<file path="src/rtl/rs_alu_issue_if.sv">
// Dispatch, CDB and issue-bundle signals of the ALU reservation station.
// The issue opcode is named op_type because "type" is a reserved word.
interface rs_alu_issue_if #(
  parameter int RS_SIZE   = 8,
  parameter int OP_WIDTH  = 7,
  parameter int VAL_WIDTH = 32,
  parameter int TAG_WIDTH = 4
);
  localparam int CNT_W = $clog2(RS_SIZE) + 1;

  logic                 disp_valid;
  logic [OP_WIDTH-1:0]  disp_type;
  logic [VAL_WIDTH-1:0] disp_vj, disp_vk;
  logic                 disp_qj_busy, disp_qk_busy;
  logic [TAG_WIDTH-1:0] disp_qj, disp_qk;
  logic [TAG_WIDTH-1:0] disp_entry;
  logic [31:0]          disp_pc;

  logic                 rs_full;
  logic [CNT_W-1:0]     rs_count;

  logic                 cdb0_valid, cdb1_valid;
  logic [TAG_WIDTH-1:0] cdb0_entry, cdb1_entry;
  logic [VAL_WIDTH-1:0] cdb0_val, cdb1_val;

  logic                 execute;
  logic [OP_WIDTH-1:0]  op_type;
  logic [VAL_WIDTH-1:0] val1, val2;
  logic [TAG_WIDTH-1:0] entry;
  logic [31:0]          nowPC;

  modport master (
    output disp_valid, disp_type, disp_vj, disp_vk, disp_qj_busy, disp_qk_busy,
           disp_qj, disp_qk, disp_entry, disp_pc,
           cdb0_valid, cdb0_entry, cdb0_val, cdb1_valid, cdb1_entry, cdb1_val,
    input  rs_full, rs_count, execute, op_type, val1, val2, entry, nowPC
  );

  modport slave (
    input  disp_valid, disp_type, disp_vj, disp_vk, disp_qj_busy, disp_qk_busy,
           disp_qj, disp_qk, disp_entry, disp_pc,
           cdb0_valid, cdb0_entry, cdb0_val, cdb1_valid, cdb1_entry, cdb1_val,
    output rs_full, rs_count, execute, op_type, val1, val2, entry, nowPC
  );
endinterface

</file>
<file path="src/rtl/rs_alu_issue.sv">
// ALU reservation station: dispatch to lowest free slot, CDB wakeup/bypass,
// lowest-index ready select, one registered issue per cycle.
module rs_alu_issue #(
  parameter int RS_SIZE   = 8,
  parameter int OP_WIDTH  = 7,
  parameter int VAL_WIDTH = 32,
  parameter int TAG_WIDTH = 4
) (
  input  logic clk,
  input  logic rst_in,
  input  logic rdy_in,
  input  logic flush,
  rs_alu_issue_if.slave bus
);
  localparam int IDX_W = $clog2(RS_SIZE);
  localparam int CNT_W = IDX_W + 1;

  logic [RS_SIZE-1:0]                r_busy, r_qjb, r_qkb;
  logic [RS_SIZE-1:0][OP_WIDTH-1:0]  r_type;
  logic [RS_SIZE-1:0][VAL_WIDTH-1:0] r_vj, r_vk;
  logic [RS_SIZE-1:0][TAG_WIDTH-1:0] r_qj, r_qk, r_entry;
  logic [RS_SIZE-1:0][31:0]          r_pc;

  logic                 r_execute;
  logic [OP_WIDTH-1:0]  r_op_type;
  logic [VAL_WIDTH-1:0] r_val1, r_val2;
  logic [TAG_WIDTH-1:0] r_out_entry;
  logic [31:0]          r_now_pc;

  logic [IDX_W-1:0] w_free_idx, w_sel_idx;
  logic             w_free_ok, w_sel_ok, w_full, w_disp_acc;
  logic [CNT_W-1:0] w_count;

  logic [RS_SIZE-1:0]                w_load, w_nqjb, w_nqkb;
  logic [RS_SIZE-1:0][VAL_WIDTH-1:0] w_nvj, w_nvk;

  // cdb0 is checked first so it wins when both ports carry the same tag.
  function automatic logic [VAL_WIDTH:0] snoop(
    input logic pend, input logic [TAG_WIDTH-1:0] q, input logic [VAL_WIDTH-1:0] v,
    input logic c0v, input logic [TAG_WIDTH-1:0] c0e, input logic [VAL_WIDTH-1:0] c0d,
    input logic c1v, input logic [TAG_WIDTH-1:0] c1e, input logic [VAL_WIDTH-1:0] c1d);
    if (pend && c0v && c0e == q)      snoop = {1'b0, c0d};
    else if (pend && c1v && c1e == q) snoop = {1'b0, c1d};
    else                              snoop = {pend, v};
  endfunction

  always_comb begin
    w_free_ok  = 1'b0;
    w_free_idx = '0;
    w_sel_ok   = 1'b0;
    w_sel_idx  = '0;
    w_count    = '0;
    for (int i = RS_SIZE - 1; i >= 0; i--) begin
      if (!r_busy[i]) begin
        w_free_ok  = 1'b1;
        w_free_idx = IDX_W'(i);
      end
      if (r_busy[i] && !r_qjb[i] && !r_qkb[i]) begin
        w_sel_ok  = 1'b1;
        w_sel_idx = IDX_W'(i);
      end
      w_count = w_count + CNT_W'(r_busy[i]);
    end
  end

  assign w_full     = !w_free_ok;
  assign w_disp_acc = bus.disp_valid && !w_full && rdy_in && !flush;

  // Dispatch bypass and stored-operand wakeup share one snoop path per slot.
  always_comb begin
    w_load = '0;
    w_nqjb = '0;
    w_nqkb = '0;
    w_nvj  = '0;
    w_nvk  = '0;
    for (int i = 0; i < RS_SIZE; i++) begin
      w_load[i] = w_disp_acc && (w_free_idx == IDX_W'(i));
      {w_nqjb[i], w_nvj[i]} = snoop(
        w_load[i] ? bus.disp_qj_busy : r_qjb[i],
        w_load[i] ? bus.disp_qj      : r_qj[i],
        w_load[i] ? bus.disp_vj      : r_vj[i],
        bus.cdb0_valid, bus.cdb0_entry, bus.cdb0_val,
        bus.cdb1_valid, bus.cdb1_entry, bus.cdb1_val);
      {w_nqkb[i], w_nvk[i]} = snoop(
        w_load[i] ? bus.disp_qk_busy : r_qkb[i],
        w_load[i] ? bus.disp_qk      : r_qk[i],
        w_load[i] ? bus.disp_vk      : r_vk[i],
        bus.cdb0_valid, bus.cdb0_entry, bus.cdb0_val,
        bus.cdb1_valid, bus.cdb1_entry, bus.cdb1_val);
    end
  end

  always_ff @(posedge clk) begin
    if (rst_in) begin
      r_busy      <= '0;
      r_execute   <= 1'b0;
      r_op_type   <= '0;
      r_val1      <= '0;
      r_val2      <= '0;
      r_out_entry <= '0;
      r_now_pc    <= '0;
    end else if (flush) begin
      r_busy    <= '0;
      r_execute <= 1'b0;
    end else if (rdy_in) begin
      r_execute <= w_sel_ok;
      if (w_sel_ok) begin
        r_op_type   <= r_type[w_sel_idx];
        r_val1      <= r_vj[w_sel_idx];
        r_val2      <= r_vk[w_sel_idx];
        r_out_entry <= r_entry[w_sel_idx];
        r_now_pc    <= r_pc[w_sel_idx];
      end
      for (int i = 0; i < RS_SIZE; i++) begin
        if (w_load[i]) begin
          r_busy[i]  <= 1'b1;
          r_type[i]  <= bus.disp_type;
          r_qj[i]    <= bus.disp_qj;
          r_qk[i]    <= bus.disp_qk;
          r_entry[i] <= bus.disp_entry;
          r_pc[i]    <= bus.disp_pc;
          r_qjb[i]   <= w_nqjb[i];
          r_qkb[i]   <= w_nqkb[i];
          r_vj[i]    <= w_nvj[i];
          r_vk[i]    <= w_nvk[i];
        end else if (r_busy[i]) begin
          if (w_sel_ok && w_sel_idx == IDX_W'(i)) r_busy[i] <= 1'b0;
          r_qjb[i] <= w_nqjb[i];
          r_qkb[i] <= w_nqkb[i];
          r_vj[i]  <= w_nvj[i];
          r_vk[i]  <= w_nvk[i];
        end
      end
    end
  end

  assign bus.rs_full  = w_full;
  assign bus.rs_count = w_count;
  assign bus.execute  = r_execute;
  assign bus.op_type  = r_op_type;
  assign bus.val1     = r_val1;
  assign bus.val2     = r_val2;
  assign bus.entry    = r_out_entry;
  assign bus.nowPC    = r_now_pc;
endmodule

</file>
<file path="src/flat_wrapper.sv">
// flat-port wrapper written by rule: the top's interface ports become plain ports
module rs_alu_issue_flat 
#(
  parameter int RS_SIZE   = 8,
  parameter int OP_WIDTH  = 7,
  parameter int VAL_WIDTH = 32,
  parameter int TAG_WIDTH = 4
)
  (clk, rst_in, rdy_in, flush, bus_disp_valid, bus_disp_type, bus_disp_vj, bus_disp_vk, bus_disp_qj_busy, bus_disp_qk_busy, bus_disp_qj, bus_disp_qk, bus_disp_entry, bus_disp_pc, bus_cdb0_valid, bus_cdb0_entry, bus_cdb0_val, bus_cdb1_valid, bus_cdb1_entry, bus_cdb1_val, bus_rs_full, bus_rs_count, bus_execute, bus_op_type, bus_val1, bus_val2, bus_entry, bus_nowPC);
  rs_alu_issue_if #(.RS_SIZE(RS_SIZE), .OP_WIDTH(OP_WIDTH), .VAL_WIDTH(VAL_WIDTH), .TAG_WIDTH(TAG_WIDTH)) bus_i ();
  input  logic clk;
  input  logic rst_in;
  input  logic rdy_in;
  input  logic flush;
  input wire logic [$bits(bus_i.disp_valid)-1:0] bus_disp_valid;
  input wire logic [$bits(bus_i.disp_type)-1:0] bus_disp_type;
  input wire logic [$bits(bus_i.disp_vj)-1:0] bus_disp_vj;
  input wire logic [$bits(bus_i.disp_vk)-1:0] bus_disp_vk;
  input wire logic [$bits(bus_i.disp_qj_busy)-1:0] bus_disp_qj_busy;
  input wire logic [$bits(bus_i.disp_qk_busy)-1:0] bus_disp_qk_busy;
  input wire logic [$bits(bus_i.disp_qj)-1:0] bus_disp_qj;
  input wire logic [$bits(bus_i.disp_qk)-1:0] bus_disp_qk;
  input wire logic [$bits(bus_i.disp_entry)-1:0] bus_disp_entry;
  input wire logic [$bits(bus_i.disp_pc)-1:0] bus_disp_pc;
  input wire logic [$bits(bus_i.cdb0_valid)-1:0] bus_cdb0_valid;
  input wire logic [$bits(bus_i.cdb0_entry)-1:0] bus_cdb0_entry;
  input wire logic [$bits(bus_i.cdb0_val)-1:0] bus_cdb0_val;
  input wire logic [$bits(bus_i.cdb1_valid)-1:0] bus_cdb1_valid;
  input wire logic [$bits(bus_i.cdb1_entry)-1:0] bus_cdb1_entry;
  input wire logic [$bits(bus_i.cdb1_val)-1:0] bus_cdb1_val;
  output wire logic [$bits(bus_i.rs_full)-1:0] bus_rs_full;
  output wire logic [$bits(bus_i.rs_count)-1:0] bus_rs_count;
  output wire logic [$bits(bus_i.execute)-1:0] bus_execute;
  output wire logic [$bits(bus_i.op_type)-1:0] bus_op_type;
  output wire logic [$bits(bus_i.val1)-1:0] bus_val1;
  output wire logic [$bits(bus_i.val2)-1:0] bus_val2;
  output wire logic [$bits(bus_i.entry)-1:0] bus_entry;
  output wire logic [$bits(bus_i.nowPC)-1:0] bus_nowPC;
  assign bus_i.disp_valid = bus_disp_valid;
  assign bus_i.disp_type = bus_disp_type;
  assign bus_i.disp_vj = bus_disp_vj;
  assign bus_i.disp_vk = bus_disp_vk;
  assign bus_i.disp_qj_busy = bus_disp_qj_busy;
  assign bus_i.disp_qk_busy = bus_disp_qk_busy;
  assign bus_i.disp_qj = bus_disp_qj;
  assign bus_i.disp_qk = bus_disp_qk;
  assign bus_i.disp_entry = bus_disp_entry;
  assign bus_i.disp_pc = bus_disp_pc;
  assign bus_i.cdb0_valid = bus_cdb0_valid;
  assign bus_i.cdb0_entry = bus_cdb0_entry;
  assign bus_i.cdb0_val = bus_cdb0_val;
  assign bus_i.cdb1_valid = bus_cdb1_valid;
  assign bus_i.cdb1_entry = bus_cdb1_entry;
  assign bus_i.cdb1_val = bus_cdb1_val;
  assign bus_rs_full = bus_i.rs_full;
  assign bus_rs_count = bus_i.rs_count;
  assign bus_execute = bus_i.execute;
  assign bus_op_type = bus_i.op_type;
  assign bus_val1 = bus_i.val1;
  assign bus_val2 = bus_i.val2;
  assign bus_entry = bus_i.entry;
  assign bus_nowPC = bus_i.nowPC;
  rs_alu_issue #(.RS_SIZE(RS_SIZE), .OP_WIDTH(OP_WIDTH), .VAL_WIDTH(VAL_WIDTH), .TAG_WIDTH(TAG_WIDTH)) u_core (.clk(clk), .rst_in(rst_in), .rdy_in(rdy_in), .flush(flush), .bus(bus_i));
endmodule
</file>
<file path="config.mk">
export PLATFORM = sky130hd
export DESIGN_NAME = rs_alu_issue_flat
export DESIGN_NICKNAME = d
export VERILOG_FILES = /design/src/rtl/rs_alu_issue_if.sv /design/src/rtl/rs_alu_issue.sv /design/src/flat_wrapper.sv
export SDC_FILE = /design/constraint.sdc
export NUM_CORES = 2
export LEC_CHECK = 0
export BUFFER_PORTS_ARGS = -buffer_cell sky130_fd_sc_hd__clkbuf_2
export CORE_UTILIZATION = 38
export DETAILED_ROUTE_END_ITERATION = 8
export GPL_TIMING_DRIVEN = 0
export PLACE_DENSITY_LB_ADDON = 0.05
export SLEW_MARGIN = 20
export SYNTH_ARGS = -nofsm -noshare
export SYNTH_HDL_FRONTEND = slang
export SYNTH_SLANG_ARGS = --single-unit
export TNS_END_PERCENT = 100
</file>
<file path="constraint.sdc">
create_clock -name clk -period 8.5 [get_ports clk]
set_input_delay 1.275 -clock clk [delete_from_list [all_inputs] [get_ports clk]]
set_output_delay 1.275 -clock clk [all_outputs]
set_load 0.005 [all_outputs]
</file>
=== Yosys cells after proc, flatten, opt, wreduce, memory -nomap -nowiden ===
Cells that the tools add are included.
Widths: inputs -> output; s select.

* Register bits: 1052
* Input bits: 196
* Word-level logic and storage cells: 491

* Add/sub/neg operators: 7
* Order comparisons: 1
* Eq/ne operators: 46
* Multiplexer cells: 210
* Bitwise logic cells: 2
* Reduce and logical (&&, ||, !) cells: 146

{| class="wikitable"
|+ Operators by type and width
! operator !! number
|-
| $mux 32 || 51
|-
| $mux 33 || 32
|-
| $bmux 32 s3 || 3
|-
| $eq 4x4->1 || 32
|-
| $logic_and 1x1->1 || 99
|-
| $mux 1 || 88
|-
| $mux 4 || 17
|-
| $reduce_and 4->1 || 16
|-
| $mux 3 || 16
|-
| $add 4x1->4 || 6
|-
| $eq 3x3->1 const B || 8
|-
| $bmux 7 s3 || 1
|-
| $logic_not 1->1 || 18
|-
| $reduce_bool 2->1 || 8
|-
| $bmux 4 s3 || 1
|-
| $eq 3x2->1 const B || 4
|-
| $mux 7 || 1
|-
| $eq 3x1->1 const B || 2
|-
| $logic_not 3->1 || 2
|-
| $reduce_and 3->1 || 2
|-
| $lt 3x4->1 const B || 1
|-
| $add 1x1->2 || 1
|-
| $not 1->1 || 2
|-
| $reduce_or 2->1 || 1
|}

=== Depth between registers and ports, before layout ===
* Depth in word-level cells: 19
* Depth in mapped cells: 13
* Mapped depth without buffers: 9

=== Worst setup path after synthesis ===
Ideal clock, no wire load.

* Path type: input-to-reg
* From: input port rdy_in
* To: register u_core.r_vk[160] (netlist bit), enable pin
* Arrival: 6.360 ns
* Data required time: 8.034 ns
* Path slack: 1.675 ns
* Cell stages on the path: 6
* Cells stage by stage: clkbuf_1 nand2_1 clkinv_1 clkbuf_1 nand2_1 o21ai_0

* Cells in the longest elaborated chain, start to end: 5

{| class="wikitable"
|+ RTL lines
! what !! line !! text
|-
| start, declared || flat_wrapper.sv:13 || <nowiki>input logic rdy_in;</nowiki>
|-
| $logic_and 1x1->1 (2 in a row) || rs_alu_issue.sv:67 || <nowiki>assign w_disp_acc = bus.disp_valid && !w_full && rdy_in && !flush;</nowiki>
|-
| $logic_and 1x1->1 || rs_alu_issue.sv:77 || <nowiki>w_load[i] = w_disp_acc && (w_free_idx == IDX_W'(i));</nowiki>
|-
| $reduce_bool 2->1 (no source line) || -- ||
|-
| $reduce_and 4->1 (no source line) * || -- ||
|-
| end signal, assigned by index || rs_alu_issue.sv:125 || <nowiki>r_vk[i] <= w_nvk[i];</nowiki>
|-
| end signal, assigned by index || rs_alu_issue.sv:131 || <nowiki>r_vk[i] <= w_nvk[i];</nowiki>
|-
| end, declared || rs_alu_issue.sv:20 || <nowiki>logic [RS_SIZE-1:0][VAL_WIDTH-1:0] r_vj, r_vk;</nowiki>
|}

Mark *: on every way between the ends. The rest lies on a longest branch, timed or not.
A chain may end at the register's enable or synchronous reset.

=== Worst setup path in the final report ===
* From: register u_core.r_busy[6]
* To: register u_core.r_val2[9], in the netlist u_core.bus.val2[9]

* Cells in the longest elaborated chain, start to end: 11
* Elaborated cells between the ends (all ways): 19

{| class="wikitable"
|+ RTL lines
! what !! line !! text
|-
| start, declared || rs_alu_issue.sv:18 || <nowiki>logic [RS_SIZE-1:0] r_busy, r_qjb, r_qkb;</nowiki>
|-
| start signal, assigned || rs_alu_issue.sv:95 || <nowiki>r_busy <= '0;</nowiki>
|-
| start signal, assigned || rs_alu_issue.sv:103 || <nowiki>r_busy <= '0;</nowiki>
|-
| start signal, assigned by index || rs_alu_issue.sv:116 || <nowiki>r_busy[i] <= 1'b1;</nowiki>
|-
| $logic_and 1x1->1 * (2 in a row) || rs_alu_issue.sv:58 || <nowiki>if (r_busy[i] && !r_qjb[i] && !r_qkb[i]) begin</nowiki>
|-
| $mux 3 (7 in a row) || rs_alu_issue.sv:58 ||
|-
| $bmux 32 s3 || rs_alu_issue.sv:110 || <nowiki>r_val2 <= r_vk[w_sel_idx];</nowiki>
|-
| $mux 32 (implied by the code) || rs_alu_issue.sv:110 ||
|-
| end signal, assigned || rs_alu_issue.sv:110 ||
|-
| end, declared || rs_alu_issue.sv:26 || <nowiki>logic [VAL_WIDTH-1:0] r_val1, r_val2;</nowiki>
|}

Mark *: on every way between the ends. The rest lies on a longest branch, timed or not. The select of a mux whose other input is x is not followed.

==> key figures <==
Clock tree
  • Clk_lat worst skew: between 0.7 and 0.8 ns
  • TritonCTS clock tree: yes
  • Clk sinks: ~1100
  • Worst-path clk slew: ~0.060 ns
  • Post-CTS setup buffer count: 0
  • Clock Path Buffers: 3
  • Hold-fix buffers at CTS: 0
  • # H-tree levels: 4
  • Total CTS buffers: around 130
  • Post-cts sizing count: 0
  • Root Driver: clkbuf_16

Worst setup path
  • Crit Path Max Fanout: 10
  • R2R Setup Slk: 3.33 ns
  • Crit-path slowest cell: nand2_1
  • Kind of critical path: register to register
  • CP Capture Type: register
  • CP Launch Type: register
  • Top cell by count, worst path: clkbuf_1
  • Arrival @ worst endpoint: ~6 ns
  • Crit path max-delay family: simple AND/OR/NAND/NOR gates
  • CP bufs+invs: 2
  • Worst-path cell chain: nor3b_1 > nor2_1 > a211oi_1 > nand2_1 > clkbuf_1 > clkbuf_1 > o211ai_1
  • Max incr delay on CP: 1.10 ns
  • Critical path required time: slightly above 9 ns

Hold path
  • Type of the worst min-delay path: register to register

Global routing
  • Total grt overflow: 0
  • Pin count of the biggest net entering global routing: 48
  • Global-route wire length before repair: around 350000 um
  • Met3 Track Usage GR: about 8.8%
  • Initial antenna violation count: 31
  • Vias in the first global route: about 43000
  • Routing usage on met1: approximately 44%
  • GRT Util Overall: 34.1%
  • Met2 GRT Util: a little over half
  • GR peak layer: met2

STA
  • Max Fclk: about 0.19 GHz
  • Unrepaired setup endpoints after global routing: no
  • Fin Clk Skew: ~0.035 ns
  • Max-Slew Margin vs Limit: 15.9%
  • Fin Setup TNS: 0 ns
  • Setup slack after layout: 3.33 ns
  • Hold WS: 0.481 ns
  • Period utilisation layout: 60.9%
  • Worst Max-Slew Pin Slew: 1.26 ns
  • Final count of pins violating max slew: 0
  • Final Hold Fails: 0
  • Final setup viols: 0
  • Fin crit period: approximately 5.2 ns

Floorplan
  • Die Ht: 382 um
  • Initial core utilization: about two fifths
  • Die ar.: ~150000 um2
  • Rows: roughly 140
  • DIE WIDTH: 382 um
  • Core Box Area: 143000 um2
  • Count of boundary I/O pins: roughly 310

Run
  • Max Cap Violations: 0

Logic synthesis
  • Seq cells post-synth: 1052
  • Distinct cell type count after synthesis: 73
  • Seq/Total Area, Yosys: a little under three fifths
  • Async SR Flop Fraction: 0%
  • Post-synth EDFFs: 936
  • Synth Area per Inst: between 10 and 15 um2
  • Mapped Nets: ~5400
  • Ys flop type: edfxtp_1
  • Yosys warns: 0
  • Post-Syn Instances: around 5200
  • Post-Syn Area: about 55000 um2

Placement
  • Pre-CTS WS: ~2.9 ns
  • Placer Congestion: around 0.95
  • Port bufs: between 200 and 250
  • DP Cell Count: between 7000 and 8000
  • Post-detail-place hpwl: 179000 um

Outcome
  • Status: completed

Cells and area
  • Nets@finish: 5833
  • Share of layout cells above drive strength 1: 14.3%
  • Area Overhead vs Synth: 17.3%
  • Non-Filler Instances: ~7700
  • Sequential cell area: roughly 30000 um2
  • Layout fillers: 13900
  • Multi-input logic area: roughly 22000 um2

Routing
  • Initial drt markers: 5604
  • Routed wire length: about 260000 um
  • DRC: 0
  • DR pass1 iterations: 6
  • Via-to-Cell Ratio: between 5 and 6
  • Wire length per cell: approximately 33 um
  • Vias: roughly 45000
  • Antenna viol nets, final: 0

Pwr
  • Peak VDD IR: 0.155 mV
  • Leak: 23.8 nW
  • Pwr/cell area: 191 nW/um2
  • Total power: about 12 mW
==> where the power goes <==
| part | internal (mW) | switching [mW] |
|---|---|---|
| logic | 0.205 | 0.460 |
| registers | 5.64 | 0.00729 |
| clock network | 3.51 | 2.46 |
==> registers in the layout (all words and copies together) (netlist names) <==
name                count
u_core.r_pc           256
u_core.r_qjb            8
u_core.bus.execute      1
u_core.bus.nowPC       32
u_core.r_vj           256
u_core.r_qj            32
u_core.r_type          56
u_core.bus.entry        4
u_core.r_entry         32
u_core.bus.val2        32
u_core.r_qk            32
u_core.bus.op_type      7
u_core.r_qkb            8
u_core.bus.val1        32
u_core.r_vk           256
u_core.r_busy           8
==> layout by cell type, fill, tap and decap left out, types with 17 or more instances in the layout <==
master / count
buf_16: 36
inv_1: 43
clkbuf_2: 208
a21oi_1: 741
nor2b_1: 21
clkbuf_1: 303
mux2i_1: 637
o21ai_1: 93
clkinv_1: 17
xnor2_1: 71
mux2_2: 24
nand2_1: 556
o21ai_0: 268
clkinv_2: 23
nor2_1: 418
edfxtp_1: 936
dfxtp_1: 116
buf_4: 30
buf_1: 31
clkbuf_16: 136
xor2_1: 52
o211ai_1: 112
buf_2: 224
nor3_1: 25
buf_6: 19
and3_1: 120
nand3_1: 239
==> cells in the mapped netlist (16+ instances only) <==
master | n | area share (%)
mux2i_1 | 637 | 12
buf_6 | 17 | 0.35
buf_4 | 26 | 0.36
o21ai_0 | 270 | 2.5
o21ai_1 | 93 | 0.85
buf_2 | 224 | 2.0
nor2_1 | 422 | 2.9
nor2b_1 | 21 | 0.24
nand3_1 | 239 | 2.2
dfxtp_1 | 116 | 4.2
nor3_1 | 25 | 0.23
edfxtp_1 | 936 | 51
and3_1 | 120 | 1.4
o211ai_1 | 112 | 1.5
a21oi_1 | 742 | 6.8
buf_1 | 31 | 0.21
xnor2_1 | 71 | 1.1
nand2_1 | 556 | 3.8
clkbuf_1 | 281 | 1.9
nand4_1 | 16 | 0.18
inv_1 | 47 | 0.32
xor2_1 | 52 | 0.83
mux2_2 | 24 | 0.49
nor4_1 | 16 | 0.18
==> metal layers <==
metal | part of all wire (%) | wire length (um) | vias to the layer above
li1 | - | - | 19800
met2 | 44 | 113000 | 2543
met5 | 0.13 | 322 | -
met1 | 40 | 103000 | 22500
met3 | 9.8 | 25000 | 581
met4 | 5.6 | 14300 | 28
==> tightest hold or removal path, stage by stage, from the launching register on <==
cell,delay (ns)
dfxtp_1,0.32
a21oi_1,0.06
o211ai_1,0.07
==> stage by stage <==
| step | util (%) | area [um2] |
|---|---|---|
| after global routing | 44.9 | 64300 |
| final | 44.9 | 64300 |
| after global placement | 40.6 | 58200 |
| after floorplan | - | 54800 |
| after CTS | 44.9 | 64300 |
| after detailed placement | 41.7 | 59700 |
==> final cells by class <==
cell class / instances / area share [%]
sequential: 1052 / 47.3
timing repair buffer: 255 / 3.53
inverter: 49 / 0.301
clock buffer: 179 / 5.74
antenna: 13 / 0.0506
tap: 1903 / 3.70
clock inverter: 67 / 1.30
multi-input combinational: 3559 / 33.9
buffer: 579 / 4.18
==> cell families (layout without fill, tap and decap cells) <==
| family | after synthesis | count (layout) | synth area share (%) |
|---|---|---|---|
| AOI/OAI and AO/OA | 1290 | 1290 | 12.7 |
| buffers and inverters | 628 | 1129 | 5.22 |
| muxes | 668 | 668 | 12.4 |
| other | 0 | 13 | 0 |
| DFF | 1052 | 1052 | 55.5 |
| xor gates and xnor gates | 123 | 123 | 1.96 |
| and+or+nand+nor | 1469 | 1469 | 12.0 |
| adders and majority gates | 9 | 9 | 0.260 |
==> path summary, 6_finish.rpt <==
check / endpoint / cells after the start / startpoint
worst max-delay path: u_core.bus.val2[9] / 7 / u_core.r_busy[6]
worst min-delay path: u_core.bus.op_type[1] / 2 / u_core.bus.op_type[1]
worst max register to register: u_core.bus.val2[9] / 7 / u_core.r_busy[6]
worst min register to register: u_core.bus.op_type[1] / 2 / u_core.bus.op_type[1]
Power figures use the tool's default switching activity.
